===== src/rtl/rr_burst_arbiter.sv =====
// Round-robin arbiter that locks one requester onto a shared FIFO write port
// for a whole burst, releasing on the last beat or after MAX_BEATS beats.
module rr_burst_arbiter #(
  parameter int NUM_REQ    = 4,
  parameter int DATA_WIDTH = 32,
  parameter int MAX_BEATS  = 256,
  localparam int IDX_W     = $clog2(NUM_REQ),
  localparam int CNT_W     = $clog2(MAX_BEATS + 1)
) (
  input  logic                          clk,
  input  logic                          rst_n,
  input  logic [NUM_REQ-1:0]            req_valid,
  input  logic [NUM_REQ*DATA_WIDTH-1:0] req_data,
  input  logic [NUM_REQ-1:0]            req_last,
  output logic [NUM_REQ-1:0]            req_ready,
  input  logic                          fifo_full,
  output logic                          fifo_wr_en,
  output logic [DATA_WIDTH+IDX_W:0]     fifo_data,
  output logic                          grant_valid,
  output logic [IDX_W-1:0]              grant_idx,
  output logic [CNT_W-1:0]              beat_cnt,
  output logic                          burst_err
);

  // Handshake: a beat moves in a cycle where the granted requester holds
  // req_valid high and sees req_ready high; fifo_wr_en marks exactly those cycles.
  typedef enum logic [0:0] {IDLE = 1'b0, BURST = 1'b1} state_t;

  state_t                state, state_nxt;
  logic [IDX_W-1:0]      rr_ptr;
  logic [IDX_W-1:0]      winner;
  logic [IDX_W:0]        cand;
  logic                  any_valid;
  logic                  g_valid, g_last;
  logic [DATA_WIDTH-1:0] g_data;
  logic                  accept, force_rel, burst_end;

  // Scan upward from rr_ptr+1; the wrap is a compare-and-subtract so that
  // non-power-of-two NUM_REQ never lands on a nonexistent requester.
  always_comb begin
    winner    = '0;
    any_valid = 1'b0;
    cand      = '0;
    for (int k = 1; k <= NUM_REQ; k++) begin
      cand = {1'b0, rr_ptr} + (IDX_W + 1)'(k);
      if (cand >= (IDX_W + 1)'(NUM_REQ)) cand = cand - (IDX_W + 1)'(NUM_REQ);
      if (!any_valid && req_valid[cand[IDX_W-1:0]]) begin
        any_valid = 1'b1;
        winner    = cand[IDX_W-1:0];
      end
    end
  end

  assign g_valid   = req_valid[grant_idx];
  assign g_last    = req_last[grant_idx];
  assign g_data    = req_data[grant_idx*DATA_WIDTH +: DATA_WIDTH];
  assign accept    = (state == BURST) && g_valid && !fifo_full;
  assign force_rel = accept && !g_last && (beat_cnt == CNT_W'(MAX_BEATS - 1));
  assign burst_end = accept && (g_last || force_rel);

  always_ff @(posedge clk or negedge rst_n) begin
    if (!rst_n) state <= IDLE;
    else        state <= state_nxt;
  end

  always_comb begin
    state_nxt = state;
    case (state)
      IDLE:    if (any_valid) state_nxt = BURST;
      BURST:   if (burst_end) state_nxt = IDLE;
      default: state_nxt = IDLE;
    endcase
  end

  always_ff @(posedge clk or negedge rst_n) begin
    if (!rst_n) begin
      grant_idx <= '0;
      beat_cnt  <= '0;
      rr_ptr    <= IDX_W'(NUM_REQ - 1);
      burst_err <= 1'b0;
    end else begin
      burst_err <= force_rel;
      if (state == IDLE && any_valid) grant_idx <= winner;
      if (burst_end) begin
        beat_cnt <= '0;
        rr_ptr   <= grant_idx;
      end else if (accept) begin
        beat_cnt <= beat_cnt + CNT_W'(1);
      end
    end
  end

  // Only the granted slice reaches fifo_data, so other requesters' payloads
  // cannot leak into the entry.
  always_comb begin
    req_ready   = '0;
    fifo_wr_en  = 1'b0;
    fifo_data   = '0;
    grant_valid = (state == BURST);
    if (state == BURST) begin
      req_ready[grant_idx] = !fifo_full;
      fifo_wr_en           = accept;
      fifo_data            = {g_last, grant_idx, g_data};
    end
  end

endmodule

===== config.mk =====
export PLATFORM = sky130hd
export DESIGN_NAME = rr_burst_arbiter
export DESIGN_NICKNAME = d
export VERILOG_FILES = /design/src/rtl/rr_burst_arbiter.sv
export SDC_FILE = /design/constraint.sdc
export NUM_CORES = 1
export LEC_CHECK = 0
export ABC_CLOCK_PERIOD_IN_PS = 1950
export CORE_MARGIN = 5
export CORE_UTILIZATION = 27
export CTS_CLUSTER_DIAMETER = 100
export DETAILED_ROUTE_END_ITERATION = 7
export HOLD_SLACK_MARGIN = 0.03
export PLACE_DENSITY = 0.8
export SYNTH_ARGS = -nofsm -noshare
export SYNTH_HDL_FRONTEND = slang
export SYNTH_SLANG_ARGS = --single-unit

===== constraint.sdc =====
create_clock -name clk -period 1.95 [get_ports clk]
set_input_delay 0.2925 -clock clk [delete_from_list [all_inputs] [get_ports clk]]
set_output_delay 0.2925 -clock clk [all_outputs]
set_load 0.02 [all_outputs]

# ---- After elaboration in Yosys (flattened, before gate mapping)
# Index checks and enable logic that the tools add are counted.
dict set report classes {
  n_addsub 9
  magnitude_cmp 10
  n_eq_ne 1
  n_shift 1
  mux 34
  n_bitwise 2
  n_reduce_logical 17
}
# op n
set ops {}
lappend ops {{128-bit by 8-bit variable part select with 32-bit output} 1}
lappend ops {{35-bit two-way mux} 1}
lappend ops {{9-bit two-way mux} 2}
lappend ops {{2-bit two-way mux} 8}
lappend ops {{2-bit by 3-bit less-than comparator with 1-bit output (second input constant)} 5}
lappend ops {{1-bit two-way mux} 14}
lappend ops {{1-bit binary-select mux with 2-bit select} 6}
lappend ops {{3-bit >= comparator (second input constant)} 4}
lappend ops {{1-bit logical AND} 10}
lappend ops {{9-bit by 1-bit adder with 9-bit output (second input constant)} 1}
lappend ops {{9-bit by 8-bit == test with 1-bit output (second input constant)} 1}
lappend ops {{2-bit by 1-bit subtractor with 2-bit output (second input constant)} 4}
lappend ops {{2-bit by 2-bit adder with 3-bit output (second input constant)} 2}
lappend ops {{1-bit zero test} 5}
lappend ops {{4-bit bitwise AND} 1}
lappend ops {{4-bit two-way mux} 1}
lappend ops {{2-bit by 1-bit adder with 3-bit output (second input constant)} 1}
lappend ops {{2-bit by 3-bit adder with 3-bit output (second input constant)} 1}
lappend ops {{1-bit demux with 2-bit select} 1}
lappend ops {{2-bit by 1-bit >= comparator with 1-bit output (second input constant)} 1}
lappend ops {{1-bit case mux with 2 select lines} 1}
lappend ops {{2-bit nonzero test} 1}
lappend ops {{1-bit logical OR} 1}
lappend ops {{1-bit inverter} 1}
dict set report totals {
  regBits 15
  in_bits 139
  elab_cells 79
}

# ---- Longest topological paths before layout
# Gate-level depths: netlist of the first run.
dict set report logic_depth {
  ltp_word 17
  mapped_depth 9
}

# ---- Worst setup path after synthesis of the first run
# No wires, ideal clock.
dict set report synth_path {
  kind {register -> register}
  from {register beat_cnt[0]}
  to {register rr_ptr[0]}
  arrival_ps 1935
  required_ps 1865
  setup_slack_ps -70
  path_stages_with_launch 10
  n_path_buf 0
  cell_sequence {dfrtp_1 ha_1 nand3_1 nor2_1 and3_1 ha_1 inv_1 nand2b_4 nand2_2 mux2_1}
}
dict set report synth_via {
  elab_chain_len 4
}
# item line
set synth_rtl {}
lappend synth_rtl {{from (decl)} 21} ;# output logic [CNT_W-1:0] beat_cnt,
lappend synth_rtl {{from (signal assigned)} 88} ;# beat_cnt <= beat_cnt + CNT_W'(1);
lappend synth_rtl {{9-bit by 8-bit == test with 1-bit output} 58} ;# assign force_rel = accept && !g_last && (beat_cnt == CNT_W'(MAX_BEATS - 1));
lappend synth_rtl {{1-bit logical AND} 58}
lappend synth_rtl {{1-bit logical OR} 59} ;# assign burst_end = accept && (g_last || force_rel);
lappend synth_rtl {{1-bit logical AND} 59}
lappend synth_rtl {{to (signal assigned)} 79} ;# rr_ptr <= IDX_W'(NUM_REQ - 1);
lappend synth_rtl {{to (signal assigned)} 86} ;# rr_ptr <= grant_idx;
lappend synth_rtl {{to (decl)} 30} ;# logic [IDX_W-1:0] rr_ptr;
# Every way passes these cells.
# A chain may end at the register's enable or synchronous reset.

# ---- Worst setup path after layout of the first run
dict set report layout_path {
  from {register grant_idx[0]}
  to {output fifo_data[24]}
}
dict set report layout_via {
  elab_chain_len 2
}
# item line
set layout_rtl {}
lappend layout_rtl {{from (decl)} 20} ;# output logic [IDX_W-1:0] grant_idx,
lappend layout_rtl {{from (signal assigned)} 83} ;# if (state == IDLE && any_valid) grant_idx <= winner;
lappend layout_rtl {{128-bit by 8-bit variable part select with 32-bit output} 56} ;# assign g_data = req_data[grant_idx*DATA_WIDTH +: DATA_WIDTH];
lappend layout_rtl {{35-bit two-way mux} 100} ;# if (state == BURST) begin
lappend layout_rtl {{to (decl)} 18} ;# output logic [DATA_WIDTH+IDX_W:0] fifo_data,
# Every way passes these cells.

==> results of run 1 <==
[sequential cells by signal, indices dropped and copies added, names as in the netlist]
| signal | count |
|---|---|
| rr_ptr | 2 |
| beat_cnt | 9 |
| grant_valid | 1 |
| grant_idx | 2 |
| burst_err | 1 |
[path summary, 6_finish.rpt]
path | end | slack, ns | cells past startpoint
hold / removal | beat_cnt[1] | 0.35 | 2
hold reg to reg | beat_cnt[5] | 0.54 | 1
min in group clk | beat_cnt[5] | 0.54 | 1
setup reg to reg | rr_ptr[0] | -0.01 | 7
max in group asynchronous | rr_ptr[0] | 1.35 | 2
setup / recovery | fifo_data[24] | -0.12 | 5
[metal layers]
metal | GRT usage | up-vias | routed length (um)
li1 | - | 1090 | -
met2 | 0.413 | 135 | 5370
met4 | 0.0734 | 0 | 405
met5 | 0 | - | 0
met3 | 0.0433 | 28 | 757
met1 | 0.224 | 1169 | 3360
[synthesized netlist by cell type, types with 2 or more instances]
| cell | number |
|---|---|
| dfstp_2 | 2 |
| o21ai_1 | 2 |
| mux4_2 | 34 |
| nor3_1 | 4 |
| a22o_1 | 3 |
| buf_2 | 2 |
| and3_1 | 2 |
| nand2_1 | 7 |
| clkbuf_1 | 8 |
| and2_1 | 35 |
| a2bb2oi_1 | 2 |
| o21ai_0 | 7 |
| o31ai_1 | 2 |
| nand2_2 | 3 |
| nor2b_1 | 4 |
| dfrtp_1 | 13 |
| ha_1 | 2 |
| nor2_1 | 7 |
| nand3_1 | 4 |
| inv_1 | 4 |
| nor2_2 | 2 |
| buf_6 | 2 |
| nor4_1 | 3 |
| mux2_1 | 2 |
[metrics by stage]
step | total power, mW | std cells | instance area [sq um] | utilization
3_3_place_gp | 4.55 | 469 | 4070 | 0.599
2_1_floorplan | 2.79 | 170 | 1900 | -
5_1_grt | 6.08 | 483 | 4440 | 0.654
4_1_cts | 5.65 | 483 | 4370 | 0.643
6_report | 5.77 | 483 | 4440 | 0.654
3_5_place_dp | 4.61 | 469 | 4070 | 0.599
[layout by cell type (no fill, tap or decap), types with 5 or more instances in the layout]
cell / count
nor2_1: 6
o21ai_0: 6
buf_4: 22
clkdlybuf4s50_1: 151
buf_2: 6
and2_1: 7
dfrtp_1: 10
buf_12: 5
and2_4: 28
buf_6: 33
mux4_2: 34
nand2_1: 7
[timing repair]
item	CTS	global route
resized for setup	237	26
pin swaps	5	7
endpoints found under the setup margin	44	43
gates cloned	4	0
setup buffers	6	2
[cell families (layout without fill, tap and decap cells)]
kind of cell             count (synthesis)  in the layout  synth area share
AND/OR/NAND/NOR                         75             75             0.231
flip-flops                              15             15             0.200
adder cells (fa/ha/maj)                  2              2            0.0132
multiplexers                            36             36             0.417
AO/OA/AOI/OAI                           24             24            0.0914
buffers and inverters                   18            235            0.0470
[power breakdown]
part / internal, mW / switching (mW)
Clock: 0.145 / 0.115
Combinational: 2.91 / 2.10
Sequential: 0.410 / 0.0892
Total: 3.47 / 2.30
[layout make-up]
| type | count | area share |
|---|---|---|
| inverter | 5 | 0.00423 |
| clock buffer | 4 | 0.0101 |
| sequential | 15 | 0.0859 |
| timing repair buffer | 226 | 0.523 |
| multi-input combinational | 137 | 0.350 |
| tap | 96 | 0.0270 |
==> impl_metrics.yaml, run 1 <==
setup_path:
  crit_slowest_cell: "mux4_2"
  required_ns: 1.66
  worstPathCellList: "buf_6, buf_16, mux4_2, and2_4, buf_6"
  crit_type: "reg -> out"
  setup.worst_path.start: "grant_idx[0]"
  r2r-start: "grant_idx[0]"
  path_max_fanout: 6
  crit_top_cell: "buf_6"
  cp.arrival_ns: 1.78
  max_stage_delay_ns: 0.52
  start_kind: "register"
  cpLargestDelayFamily: "multiplexers"
  path_buf_inv: 3
  cp-end-kind: "primary output"
placed_design:
  io_buffers: 191
  hpwl_um: 7540
  dp_worst_setup_slack_ns: -0.277
  place_congestion: 0.866
layout:
  area_growth_pct: 135
  fin_nets: 529
  drive_gt1_frac: 0.408
  fillCellCount: 522
  seq_area_sq_um: 382
  multi_input_area_sq_um: 1550
  num_antenna_cells: 0
route:
  wl_per_cell_um: 20.5
  drc_errors: 0
  final_antenna_net_count: 0
  viasPerCell: 5.01
  vias: 2422
  drt_iter0_markers: 59
  routed_wl_um: 9890
  drt_first_pass_iters: 5
synthesis:
  ys_ff_latch: 15
  synthDistinctLibCells: 38
  synth_edf_count: 0
  mappedNetlistNets: 311
  synth_top_area_cell: "mux4_2"
  yosysWarningCount: 0
  syn-cell-area_sq_um: 1890
  async_flop_share: 1.00
  syn_avg_cell_area_sq_um: 11.1
  yosysTopAreaCellShare: 0.405
  yosysSeqAreaShare: 0.200
  synth_cells: 170
  synthTopCellsByArea: "mux4_2 41%, dfrtp_1 17%, and2_1 12%"
  synth_ff_type: "dfrtp_1"
pwr:
  power.density_nw_per_um2: 1300
  p_leak_nw: 1.82
  ir_worst_vdd_v: 0.000736
floorplanning:
  die_h_um: 93.7
  core-area_sq_um: 6790
  die_width_um: 93.7
  rows: 30
  dieArea_sq_um: 8770
  start_util: 0.278
  io_pins: 192
global_route:
  track_usage: 0.212
  grt_pass1_wl_um: 14400
  antenna_found_initial: 0
  grt_overflow: 0
  grt_pass1_vias: 2656
  grt_max_degree: 31
cts:
  cts_sinks: 15
  htreeDepth: 1
  root_buffer: "clkbuf_8"
  insertion_delay_ns: 0.25
  cts_buffers: 3
  cts_buffer_depth: 2
  cts_tree: "yes"
  cts_hold_buf: 0
  clk_pin_slew_ns: 0.07
sta:
  tightestPinTransition_ns: 0.477
  slew_violations: 0
  rsz0062_at_grt: "yes"
  setup_slack_ns: -0.124
  setup-violations-final: 35
  finalHoldViolations: 0
  min_period_ns: 2.07
  period_share: 1.06
  relSlewSlack: 0.679
  skew_ns: 0.00740
  hold_slack_ns: 0.354
  tns_ns: -2.28
  max_freq_ghz: 0.482
job:
  maxCapViolations: 0
status:
  violations: "setup timing"
  status: "finished with violations"
min_path:
  hold_path.class: "in -> async"
Note: power is estimated with default switching activity, not from simulation.
==> run 2: changes to the inputs <==
Settings changed: CAP_MARGIN set to 20, CTS_BUF_LIST set to sky130_fd_sc_hd__clkbuf_16.
==> run 2 against run 1 <==
Against the previous run:
- the flow still finishes with violations (setup timing)
- clock power rose by 53%
- maximum frequency rose by 0.88%
- worst setup slack improved by 0.018 ns
- critical endpoint unchanged
- routed wire length rose by 1.2%
- first-iteration DRC count fell by 1.7%
- utilization rose by 0.29 points
- worst hold slack improved by 0.013 ns
==> impl_metrics.yaml, run 2 (same netlist as run 1, synthesis figures left out) <==
status:
  status: "finished with violations"
  violations: "setup timing"
job:
  maxCapViolations: 0
cts:
  root_buffer: "clkbuf_16"
  cts_sinks: 15
  insertion_delay_ns: 0.25
  cts_buffer_depth: 2
  cts_buffers: 3
  clk_pin_slew_ns: 0.05
  cts_tree: "yes"
  cts_hold_buf: 0
  htreeDepth: 1
layout:
  finalInstanceArea_sq_um: 4460
  final_common_cell: "clkdlybuf4s50_1"
  fillCellCount: 521
  multi_input_area_sq_um: 1550
  drive_gt1_frac: 0.408
  top_register: "beat_cnt"
  largest_register_ffs: 9
  fin_nets: 529
  final_cell_mix: "151 x clkdlybuf4s50_1, 34 x mux4_2, 33 x buf_6"
  area_growth_pct: 136
  num_antenna_cells: 0
  seq_area_sq_um: 382
  top_regs: "beat_cnt: 9 flops, grant_idx: 2 flops, rr_ptr: 2 flops"
setup_path:
  required_ns: 1.66
  cp-end-kind: "primary output"
  crit_type: "reg -> out"
  path_max_fanout: 6
  cp.arrival_ns: 1.76
  start_kind: "register"
global_route:
  grtUsageMet2: 0.418
  grtUsageMet3: 0.0433
  track_usage: 0.215
  grt_max_degree: 31
  grt_pass1_wl_um: 14600
  grt_util_met1: 0.227
  grt_pass1_vias: 2681
  grt_overflow: 0
  grt-busiest-layer: "met2"
  antenna_found_initial: 0
pwr:
  ir_worst_vdd_v: 0.000761
  pwr-share-seq: 0.084
  p_clk_frac: 0.067
  power.density_nw_per_um2: 1320
  power_frac_comb: 0.848
  internal_power_mw: 3.58
  swShare: 0.394
  p_leak_nw: 1.84
  power.switching_mw: 2.32
sta:
  finalHoldViolations: 0
  period_share: 1.05
  tightestPinTransition_ns: 0.582
  rsz0062_at_grt: "yes"
  setup_slack_ns: -0.106
  relSlewSlack: 0.608
  skew_ns: 0.00493
  max_freq_ghz: 0.486
  min_period_ns: 2.06
  hold_slack_ns: 0.368
  slew_violations: 0
  setup-violations-final: 34
floorplanning:
  die_h_um: 93.7
  core-area_sq_um: 6790
  io_pins: 192
  start_util: 0.278
  rows: 30
  die_width_um: 93.7
  dieArea_sq_um: 8770
min_path:
  hold_path.class: "in -> async"
route:
  drc_errors: 0
  drt_first_pass_iters: 4
  vias: 2402
  viasPerCell: 4.97
  drt_iter0_markers: 58
  routed_wl_um: 10000
  final_antenna_net_count: 0
  wl_per_cell_um: 20.7
placed_design:
  hpwl_um: 7540
  io_buffers: 191
  place_congestion: 0.866
  dp_worst_setup_slack_ns: -0.277
  place_area_sq_um: 4070
## run 2: cell types whose count changed in the layout (fill, tap and decap cells not counted), sizes merged
cell    delta
clkbuf     -1
inv        +1
## run 2: repair_timing
item                                    in CTS  in global routing
buffers inserted                             5                  3
pin swaps                                    5                  8
gates resized for setup                    237                 26
endpoints found under the setup margin      42                 44
gates cloned                                 4                  0
## run 2: stage by stage
stage                     power, mW   util  TNS [ns]  instances
after floorplan                2.79      -         0        170
after global placement         4.55  0.599     -6.71        469
after detailed placement       4.61  0.599     -7.37        469
after CTS                      5.78  0.647     -2.07        482
after global routing           6.23  0.657     -4.07        483
final                          5.90  0.657     -1.88        483
## run 2: area by class of cell
type,instances,share of cell area
repair buffers,226,0.518
multi-input cells,137,0.348
flip-flops and latches,15,0.0855
well taps,96,0.0269
clock buffers,3,0.0168
inverters,5,0.00421
clock inverters,1,0.000841
## run 2: critical path, cell delays in order (launching register included)
cell and delay (ns):
dfrtp_2 0.41, buf_6 0.15, buf_16 0.13, mux4_2 0.52, and2_4 0.18, buf_6 0.12
## run 2: routing by layer
metal  part of all wire  wire (um)
met1               0.35       3500
met2               0.55       5470
met3              0.071        706
met4              0.033        335
met5                  0          0
## run 2: final timing paths
path,slack [ns],end,depth (start not counted),start
setup / recovery,-0.11,fifo_data[24],5,grant_idx[0]
hold / removal,0.37,beat_cnt[4],2,rst_n
setup reg to reg,-0.02,beat_cnt[6],8,grant_idx[0]
hold reg to reg,0.53,beat_cnt[5],1,beat_cnt[5]
max in group asynchronous,1.34,rr_ptr[0],2,rst_n
min in group clk,0.53,beat_cnt[5],1,beat_cnt[5]
## run 2: power groups by stage
stage | Combinational [mW] | Clock (mW) | Sequential (mW)
detailed placement | 4.12 | 0 | 0.495
global route | 5.29 | 0.432 | 0.510
CTS | 4.88 | 0.403 | 0.497
finish | 5.01 | 0.397 | 0.498
global placement | 4.07 | 0 | 0.487
floorplan | 2.22 | 0 | 0.571
==> run 3: changes to the inputs <==
Settings changed: CELL_PAD_IN_SITES_DETAIL_PLACEMENT set to 1, CELL_PAD_IN_SITES_GLOBAL_PLACEMENT set to 1, CORE_UTILIZATION 27 to 18, PLACE_DENSITY 0.8 to 0.79.
==> run 3 against run 2 <==
Against the previous run:
- the flow still finishes with violations (setup timing)
- routed wire length grew 5.7%
- global-route usage decreased by 6.2 points
- combinational power down 6.0%
- critical path depth is the same
- die area increased by 44%
- worst setup slack got worse by 0.086 ns
- register-to-register slack lost 0.03 ns
- clock power grew 3%
- clock skew decreased by 0.0026 ns
- maximum frequency shrank 4.0%
- via count increased by 1.0%
- final area rose by 0.25%
- critical path type unchanged
==> impl_metrics.yaml, run 3 (same netlist as run 1, synthesis figures left out) <==
global_route:
  grtUsageMet2: 0.303
  track_usage: 0.153
  grtUsageMet3: 0.0275
  grt_util_met1: 0.168
  antenna_found_initial: 0
  grt_overflow: 0
  grt_pass1_wl_um: 15200
  grt_max_degree: 26
  grt_pass1_vias: 2634
  grt-busiest-layer: "met2"
sta:
  period_share: 1.10
  slew_violations: 0
  min_period_ns: 2.14
  relSlewSlack: 0.811
  skew_ns: 0.00233
  tns_ns: -3.67
  finalHoldViolations: 0
  tightestPinTransition_ns: 0.281
  rsz0062_at_grt: "yes"
  max_freq_ghz: 0.467
  setup-violations-final: 40
  setup_slack_ns: -0.192
layout:
  area_growth_pct: 137
  final_common_cell: "clkdlybuf4s50_1"
  fillCellCount: 1144
  largest_register_ffs: 9
  fin_nets: 542
  top_regs: "beat_cnt: 9 flops, grant_idx: 2 flops, rr_ptr: 2 flops"
  num_antenna_cells: 0
  instances_no_fill: 536
  final_cell_mix: "150 x clkdlybuf4s50_1, 38 x buf_4, 34 x mux4_2"
  top_register: "beat_cnt"
  drive_gt1_frac: 0.398
cts:
  cts_sinks: 15
  clk_pin_slew_ns: 0.05
  cts_buffer_depth: 2
  cts_tree: "yes"
  htreeDepth: 1
  cts_buffers: 3
  root_buffer: "clkbuf_16"
  insertion_delay_ns: 0.25
placed_design:
  hpwl_um: 8780
  place_congestion: 0.807
  io_buffers: 191
  dp_worst_setup_slack_ns: -0.287
  dp_cells: 512
route:
  viasPerCell: 4.53
  drt_iter0_markers: 65
  vias: 2427
  drt_first_pass_iters: 4
  routed_wl_um: 10600
  final_antenna_net_count: 0
  wl_per_cell_um: 19.7
  drc_errors: 0
setup_path:
  worstPathCellList: "buf_12, buf_4, mux4_2, and2_1, buf_2"
  crit_type: "reg -> out"
  cpLargestDelayFamily: "multiplexers"
  required_ns: 1.66
  path_max_fanout: 14
  path_buf_inv: 3
  crit_slowest_cell: "mux4_2"
  cp-end-kind: "primary output"
  max_stage_delay_ns: 0.49
  cp.arrival_ns: 1.85
  start_kind: "register"
pwr:
  p_leak_nw: 1.84
  power.switching_mw: 2.29
  finalPower_mw: 5.63
  power_frac_comb: 0.836
  power.density_nw_per_um2: 1260
  internal_power_mw: 3.34
  p_clk_frac: 0.073
  ir_worst_vdd_v: 0.000531
  pwr-share-seq: 0.091
  swShare: 0.406
floorplanning:
  die_width_um: 112
  start_util: 0.184
  rows: 37
  io_pins: 192
  die_h_um: 112
  dieArea_sq_um: 12600
  core-area_sq_um: 10300
status:
  violations: "setup timing"
  status: "finished with violations"
job:
  maxCapViolations: 0
min_path:
  hold_path.class: "in -> async"
[run 3: cell count changes in the layout (fill, tap and decap cells not counted), sizes merged]
| cell | delta |
|---|---|
| inv | -1 |
| dlymetal6s2s | +1 |
| buf | +13 |
| clkdlybuf4s50 | -1 |
| clkinv | +1 |
[run 3: metrics by stage]
| stage | cell area [sq um] | utilization | hold slack [ns] |
|---|---|---|---|
| after floorplan | 1900 | - | -0.00309 |
| after global placement | 4180 | 0.407 | 0.501 |
| after detailed placement | 4180 | 0.407 | 0.525 |
| after CTS | 4220 | 0.410 | 0.366 |
| after global routing | 4470 | 0.435 | 0.380 |
| final | 4470 | 0.435 | 0.360 |
[run 3: area by class of cell]
class	count	area [sq um]	share of cell area
Timing Repair Buffer	239	2300	0.515
Multi-Input combinational cell	137	1510	0.338
Sequential cell	15	383	0.0856
Tap cell	136	170	0.0380
Clock buffer	3	75.1	0.0168
Inverter	5	21.3	0.00476
Clock inverter	1	5.00	0.00112
[run 3: per-layer routing]
metal,part of all wire,routed length (um)
met5,0,0
met1,0.37,3890
met3,0.063,662
met4,0.011,121
met2,0.56,5910
[run 3: final timing paths]
check                             startpoint             to  slack, ns  cells after the start
worst max-delay path            grant_idx[0]  fifo_data[12]      -0.19                      5
worst min register to register   beat_cnt[5]    beat_cnt[5]       0.55                      1
worst min-delay path                   rst_n    beat_cnt[3]       0.36                      2
max in group asynchronous              rst_n      rr_ptr[0]       1.34                      2
worst max register to register  grant_idx[0]      rr_ptr[1]      -0.05                      8
min in group clk                 beat_cnt[5]    beat_cnt[5]       0.55                      1
[run 3: what timing repair did]
action | 4_1_cts | 5_1_grt
cloned | 0 | 0
pin swaps | 1 | 2
hold buffers | 0 | 0
gates resized for setup | 134 | 81
setup buffers | 0 | 21
setup endpoints to repair | 45 | 47
[run 3: power groups by stage]
stage	clock network, mW	registers, mW	logic (mW)
final	0.408	0.513	4.71
after global routing	0.428	0.528	5.00
after CTS	0.418	0.511	4.09
after detailed placement	0	0.513	4.28
after global placement	0	0.506	4.22
after floorplan	0	0.571	2.22
